### src/rtl/interface_pkg.sv
// interface_pkg: shared fill-state encoding, wrap-4 boundary mask and line geometry
package interface_pkg;
   typedef enum logic [1:0] {IDLE, FILL, DONE} FILL_STATES;
   localparam logic [31:0] WRAP4_BOUNDARY_MASK = 32'hFFFF_FFF0;
   localparam int LINE_WORDS = 4;
endpackage

### src/rtl/line_fill_buffer.sv
// line_fill_buffer: assembles a 4-word cache line from out-of-order bus beats, forwarding the critical word early
module line_fill_buffer import interface_pkg::*; #(
   parameter int LINE_WORDS = 4,
   parameter int WORD_W     = 32
) (
   input  logic                         clk,
   input  logic                         rst,
   input  logic                         start,
   input  logic [31:0]                  miss_addr,
   input  logic                         flush,
   input  logic                         beat_valid,
   input  logic [31:0]                  beat_addr,
   input  logic [WORD_W-1:0]            beat_data,
   output logic                         busy,
   output logic                         crit_valid,
   output logic [WORD_W-1:0]            crit_data,
   output logic                         line_valid,
   output logic [31:0]                  line_addr,
   output logic [LINE_WORDS*WORD_W-1:0] line_data,
   output logic                         err
);
   FILL_STATES state_q, state_d;
   logic [31:0] base_q;
   logic [1:0] crit_idx_q, idx;
   logic [3:0] mask_q, mask_d;
   logic [WORD_W-1:0] words_q [LINE_WORDS];
   logic [WORD_W-1:0] crit_data_q;
   logic crit_sent_q, crit_valid_q, err_q, take, hit, accept, crit_hit;
   logic unused_addr_bits;
   assign unused_addr_bits = ^{miss_addr[1:0], beat_addr[1:0]};
   // Beat qualification and next state; flush outranks any beat in the same cycle
   always_comb begin
      idx      = beat_addr[3:2];
      take     = state_q == FILL && beat_valid && !flush;
      hit      = beat_addr[31:4] == base_q[31:4];
      accept   = take && hit;
      crit_hit = accept && idx == crit_idx_q && !crit_sent_q;
      mask_d   = accept ? mask_q | (4'b1 << idx) : mask_q;
      state_d  = state_q == IDLE ? (start ? FILL : IDLE) :
                 state_q == FILL ? (flush ? IDLE : (&mask_d ? DONE : FILL)) : IDLE;
   end
   // State register
   always_ff @(posedge clk or posedge rst) begin
      if (rst) state_q <= IDLE;
      else     state_q <= state_d;
   end
   // Line storage, word mask and one-shot critical-word / error pulses
   always_ff @(posedge clk or posedge rst) begin
      if (rst) begin
         base_q       <= '0;
         crit_idx_q   <= '0;
         mask_q       <= '0;
         crit_sent_q  <= 1'b0;
         crit_valid_q <= 1'b0;
         crit_data_q  <= '0;
         err_q        <= 1'b0;
         for (int k = 0; k < LINE_WORDS; k++) words_q[k] <= '0;
      end else begin
         crit_valid_q <= crit_hit;
         err_q        <= take && !hit;
         if (crit_hit) crit_data_q <= beat_data;
         if (state_q == IDLE && start) begin
            base_q      <= miss_addr & WRAP4_BOUNDARY_MASK;
            crit_idx_q  <= miss_addr[3:2];
            mask_q      <= '0;
            crit_sent_q <= 1'b0;
         end else begin
            mask_q <= mask_d;
            if (accept) words_q[idx] <= beat_data;
            if (crit_hit) crit_sent_q <= 1'b1;
         end
      end
   end
   for (genvar i = 0; i < LINE_WORDS; i++) begin : g_word
      assign line_data[i*WORD_W +: WORD_W] = words_q[i];
   end
   assign busy       = state_q != IDLE;
   assign line_valid = state_q == DONE;
   assign line_addr  = base_q;
   assign crit_valid = crit_valid_q;
   assign crit_data  = crit_data_q;
   assign err        = err_q;
endmodule
### config.mk
export PLATFORM = sky130hd
export DESIGN_NAME = line_fill_buffer
export DESIGN_NICKNAME = d
export VERILOG_FILES = /design/src/rtl/interface_pkg.sv /design/src/rtl/line_fill_buffer.sv
export SDC_FILE = /design/constraint.sdc
export NUM_CORES = 1
export LEC_CHECK = 0
export CORE_ASPECT_RATIO = 1.75
export CORE_MARGIN = 1
export CORE_UTILIZATION = 48
export DETAILED_ROUTE_END_ITERATION = 7
export GPL_TIMING_DRIVEN = 0
export PLACE_DENSITY = 0.95
export SLEW_MARGIN = 0
export SYNTH_ARGS = -nofsm -noshare
export SYNTH_HDL_FRONTEND = slang
export SYNTH_SLANG_ARGS = --single-unit
### constraint.sdc
create_clock -name clk -period 12.32 [get_ports clk]
set_input_delay 1.848 -clock clk [delete_from_list [all_inputs] [get_ports clk]]
set_output_delay 1.848 -clock clk [all_outputs]
set_load 0.05 [all_outputs]
==> results of run 1 <==
-- cells in the mapped netlist, types with 3 or more instances --
library cell,n,area [µm²]
dfrtp_1,199,4980
mux2_2,157,1768
mux2_4,30,450.4
xnor2_1,26,227.7
clkbuf_1,14,52.55
nand4_1,9,56.30
nor2_1,9,33.78
nor2b_1,5,31.28
a41oi_1,4,35.03
buf_4,4,30.03
xor2_1,4,35.03
buf_12,3,60.06
buf_2,3,15.01
mux2_1,3,33.78
-- registers in the layout, summed over array words and instances, names as in the netlist --
register and cells:
state_q 2, line_data 128, mask_q 4, crit_data 32, line_addr 28, crit_valid 1
err 1, crit_sent_q 1, crit_idx_q 2
-- metal layers --
metal	routed length, µm	track usage [%]	vias to the layer above
li1	-	-	2340
met2	12380	49.52	175
met5	0	0	-
met1	7190	25.47	2699
met3	858	6.103	43
met4	638	11.38	0
-- cells by family after synthesis --
kind of cell	count (synthesis)	share of synthesized area [%]
xor+xnor	30	3.301
compound gates	6	0.6289
flops	199	62.57
simple gates	36	2.940
other cells	1	0.04712
mux	190	28.30
buf+inv	27	2.217
-- final cells by class --
| cell class | count | area (µm²) |
|---|---|---|
| fillers | 1007 | 4314 |
| multi-input cells | 266 | 2814 |
| plain buffers | 25 | 168.9 |
| clock inverters | 13 | 146.4 |
| flip-flops and latches | 199 | 4980 |
| well taps | 189 | 236.5 |
| inverters | 2 | 15.01 |
| repair buffers | 289 | 2910 |
| clock buffers | 19 | 442.9 |
-- cell usage in the layout (no fill, tap or decap), types with 2 or more instances in the layout --
cell	count
dfrtp_1	199
mux2_1	3
bufinv_16	2
inv_6	2
clkdlybuf4s50_1	288
mux2_2	157
nand2_1	2
nor2_1	9
buf_12	3
clkinv_4	2
conb_1	4
mux2_4	30
clkbuf_1	15
inv_8	2
a41oi_1	4
clkinv_2	2
or3_1	2
nor2b_1	5
xnor2_1	26
buf_4	4
clkinvlp_4	4
buf_2	3
nor4_4	2
nand4_1	9
xor2_1	4
clkbuf_16	17
-- worst max-delay path, stage by stage --
cell             delay, ps
clkdlybuf4s50_1        480
xnor2_1                150
nand4_1                210
nor4_4                 590
nand4_1                440
clkbuf_1               440
mux2_2                 390
-- through the flow --
stage	instances	hold slack (ps)	util, %	total power [mW]	worst slack [ps]
4_1_cts	1002	466.2	73.08	1.517	8074
2_1_floorplan	492	426.7	-	0.8522	5046
3_5_place_dp	970	457.7	69.41	0.9574	7611
3_3_place_gp	969	448.6	69.19	0.9484	2703
5_1_grt	1002	510.3	73.08	1.555	7934
6_report	1002	463.8	73.08	1.505	8090
-- power groups by stage --
stage / Clock (mW) / Combinational, mW / Sequential (mW)
final: 0.558 / 0.246 / 0.701
after floorplan: 0 / 0.0703 / 0.782
after CTS: 0.569 / 0.248 / 0.701
after detailed placement: 0 / 0.245 / 0.712
after global routing: 0.593 / 0.259 / 0.704
after global placement: 0 / 0.237 / 0.711
-- final timing paths --
check / start / to / slack, ps / cells after the start
setup / recovery: beat_addr[18] / line_data[89] / 8090 / 7
hold / removal: crit_sent_q / crit_valid / 460 / 1
setup reg to reg: line_addr[18] / line_data[89] / 9500 / 6
hold reg to reg: crit_sent_q / crit_valid / 460 / 1
max in group asynchronous: rst / crit_data[19] / 9480 / 3
min in group asynchronous: rst / line_addr[6] / 1900 / 2
==> summary.md, run 1 <==
| Metric | Value |
|---|---|
| Status | finished, final reports clean |
| Drt pass-1 iters | 4 |
| Static leakage | 5.494 nW |
| Drt initial violations | 68 |
| Worst vdd ir | 0.1379 mV |
| DRC viols | 0 |
| RePlAce Congestion | 0.7623 |
| Initial Util | 49.66% |
| Core footprint | 0.01603 mm² |
| Crit path max fanout | 10 |
| Fmax | 0.2364 GHz |
| Number of global-route vias before repair | 5844 |
| Row cnt | 61 |
| Internal power | 1.085 mW |
| Period minus WS final | 4230 ps |
| Post-CTS Resized | 0 |
| Deepest clock path buffer count | 2 |
| Max Slew Vio Count | 0 |
| Die Wd | 99.34 µm |
| Worst EP arrival | 4550 ps |
| DR WL/cell | 21.02 µm |
| Sw frac | 27.91% |
| H-tree Lvls | 4 |
| DP Wirelength | 15530 µm |
| Setup tns final | 0 ps |
| Fin. Hold Viols | 0 |
| Worst Setup Start Kind | primary input |
| Setup bufs post-CTS | 0 |
| Post-synthesis sequential area ratio | 62.57% |
| Die H | 172.3 µm |
| Fin nets | 901 |
| Power share of the clock group | 37.1% |
| CTS tree | built |
| N_diodes | 0 |
| Clock insertion delay at the later pin of the skew report | 440 ps |
| WP data required | 12640 ps |
| Fraction of layout cells with a size suffix above 1 | 28.91% |
| RSZ-0062 raised after global routing | false |
| Synth Register Bits | 199 |
| GRT Util Overall | 25.59% |
| Yosys cell types | 29 |
| Post-route clock period utilization | 34.33% |
| Setup-failing EPs final | 0 |
| Clock transition at path regs | 70 ps |
| Worst-Margin Slew | 704.4 ps |
| Fin area | 0.01171 mm² |
| Root Buffer | clkbuf_16 |
| Post-route ant nets | 0 |
| Relative slew slack | 53.04% |
| Async SR Flop Fraction | 100.0% |
| Clock Sinks | 199 |
| First-pass GRT wire length | 32120 µm |
| Gr ovfl total | 0 |
| Via Count | 5257 |
| Largest net degree at the start of global routing | 109 |
| Seq pwr share | 46.6% |
| Die ar. | 0.01712 mm² |
| Syn Area/Cell | 16.28 µm² |
| Clock Skews | 7.288 ps |
| Syn Inst Count | 489 |
| Crit Path Class | primary input to register |
| Top Ports | 297 |
| IO Port Bufs | 288 |
| Yosys warnings | 0 |
| Initial antenna violation count | 0 |
| Total CTS buffers | 17 |
| Pwr/cell area | 128.5 mW/mm² |
| Area Overhead vs Synth | 47.18% |
| Vias/cell | 5.247 |
| Post-synthesis cell area | 0.007959 mm² |
| Drt total wl | 21070 µm |
| Primary FF master, synth | dfrtp_1 |
| Min-Delay Path Class | register to register |
| Max-Cap Viols | 0 |
| Logic pwr share | 16.3% |
| Dpl cell area | 0.01112 mm² |
| Switching power | 420.1 µW |
| Hold buffers post-CTS | 0 |
| Number of synthesized flops with an enable pin | 0 |
| CP endpoint kind | register |
No activity file was read; power rests on OpenSTA's default activity.
==> run 2, diff against run 1 <==
Settings changed: CORE_UTILIZATION 48 to 44, PLACE_DENSITY 0.95 to 0.9.
Clock period 12.32 ns to 3.9 ns, I/O delays scaled along.
==> summary.md, run 2 (same netlist as run 1, synthesis figures left out) <==
| Metric | Value |
|---|---|
| Vias/cell | 4.941 |
| RePlAce Congestion | 0.7813 |
| Pwr Total | 4.815 mW |
| Status | finished, final reports clean |
| Crit path max fanout | 10 |
| Fmax | 0.3334 GHz |
| Clock Sinks | 199 |
| Most common cell after layout, fill and taps aside | clkdlybuf4s50_1 |
| Static leakage | 5.543 nW |
| Most frequent cells in the layout | clkdlybuf4s50_1 (288), dfrtp_1 (199), mux2_2 (157) |
| First-pass GRT wire length | 32420 µm |
| Drt pass-1 iters | 4 |
| DR WL/cell | 19.46 µm |
| Fin area | 0.01186 mm² |
| Worst-path cell chain | clkdlybuf4s50_1 -> xnor2_1 -> nand4_1 -> nor4_4 -> and4_1 -> clkbuf_1 -> buf_2 -> mux2_2 |
| Sw frac | 27.50% |
| Relative slew slack | 51.20% |
| Setup-failing EPs final | 0 |
| Max-Cap Viols | 0 |
| DRC viols | 0 |
| Power share of the clock group | 38.2% |
| GRT Util Overall | 22.99% |
| CP endpoint kind | register |
| Worst vdd ir | 0.2836 mV |
| Core footprint | 0.01762 mm² |
| Worst Slack Setup Final | 900.8 ps |
| Area Overhead vs Synth | 49.02% |
| Critical path's slowest cell | nor4_4 |
| Initial antenna violation count | 0 |
| Worst-Margin Slew | 732.0 ps |
| Post-place setup slack | 430.2 ps |
| N_diodes | 0 |
| Setup bufs post-CTS | 0 |
| CTS tree | built |
| Clock insertion delay at the later pin of the skew report | 430 ps |
| Pwr/cell area | 406.0 mW/mm² |
| Dpl cell area | 0.01125 mm² |
| Max incr delay on CP | 580 ps |
| Total CTS buffers | 17 |
| Clock Skews | 9.924 ps |
| Die ar. | 0.01865 mm² |
| Largest net degree at the start of global routing | 45 |
| Top Ports | 297 |
| Max Slew Vio Count | 0 |
| Crit path max-delay family | buffers and inverters |
| Fin nets | 905 |
| DP Wirelength | 15350 µm |
| Switching power | 1.324 mW |
| Fraction of layout cells with a size suffix above 1 | 29.29% |
| Post-route clock period utilization | 76.90% |
| Layout Utilization | 67.32% |
| Drt total wl | 20370 µm |
| Fin. Hold Viols | 0 |
| Initial Util | 45.18% |
| Period minus WS final | 2999 ps |
| Setup tns final | 0 ps |
| Max reg flops | 128 |
| IO Port Bufs | 288 |
| Seq pwr share | 45.9% |
| Post-CTS Resized | 0 |
| Clock transition at path regs | 70 ps |
| Via Count | 5173 |
| Root Buffer | clkbuf_16 |
| Worst Setup Start Kind | primary input |
| Post-route ant nets | 0 |
| Deepest clock path buffer count | 2 |
| Die H | 179.9 µm |
| Die Wd | 103.7 µm |
| Min-Delay Path Class | register to register |
| Crit Path Class | primary input to register |
| Gr ovfl total | 0 |
| RSZ-0062 raised after global routing | false |
| Worst EP arrival | 3310 ps |
| Drt initial violations | 150 |
| Number of global-route vias before repair | 5783 |
| Hold buffers post-CTS | 0 |
| H-tree Lvls | 4 |
| Worst path bufs/invs | 3 |
| Internal power | 3.491 mW |
| Logic pwr share | 16.0% |
| Row cnt | 64 |
| WP data required | 4210 ps |
[run 2: cell types whose count changed in the layout (fill, tap and decap cells not counted), moves of 2 or more]
cell | previous run | this run
inv_8 | 2 | 0
clkinvlp_4 | 4 | 2
inv_6 | 2 | 6
buf_12 | 3 | 8
[run 2: final cells by class]
class                           instances  area (µm²)
Fill cell                            1266        5757
Sequential cell                       199        4980
Timing Repair Buffer                  293        2983
Multi-Input combinational cell        266        2814
Clock buffer                           17       425.4
Tap cell                              231       289.0
Clock inverter                         14       188.9
Buffer                                 25       168.9
Inverter                                2       11.26
[run 2: per-stage QoR]
step	cells	hold slack (ps)
floorplan	492	426.7
global placement	1011	454.0
detailed placement	1016	454.7
CTS	1047	466.8
global route	1047	505.2
finish	1047	466.4
[run 2: routing by layer]
metal | GRT usage [%] | wire length, µm
met1 | 24.16 | 7276
met3 | 4.387 | 817
met2 | 42.79 | 11400
met4 | 12.34 | 880
met5 | 0 | 0
[run 2: worst paths after layout]
check | startpoint | to | slack [ps] | cells after the start
setup / recovery | beat_addr[14] | line_data[97] | 900 | 8
setup reg to reg | line_addr[23] | line_data[97] | 1060 | 7
max in group asynchronous | rst | line_addr[25] | 2480 | 4
min in group asynchronous | rst | line_data[59] | 600 | 2
hold reg to reg | crit_sent_q | crit_valid | 470 | 1
hold / removal | crit_sent_q | crit_valid | 470 | 1
[run 2: power by group through the flow]
stage               Clock (mW)  Sequential [mW]  Combinational [mW]
finish                    1.84             2.21               0.768
global route              1.95             2.22               0.810
CTS                       1.88             2.21               0.776
detailed placement           0             2.25               0.772
global placement             0             2.25               0.749
floorplan                    0             2.47               0.223
[run 2: worst register-to-register path: cells and delay by family (launching register included)]
kind                      cells  cell delay [ps]
xor gates and xnor gates      1              190
DFF                           1              410
buffers and inverters         2              720
muxes                         1              390
and+or+nand+nor               3             1020
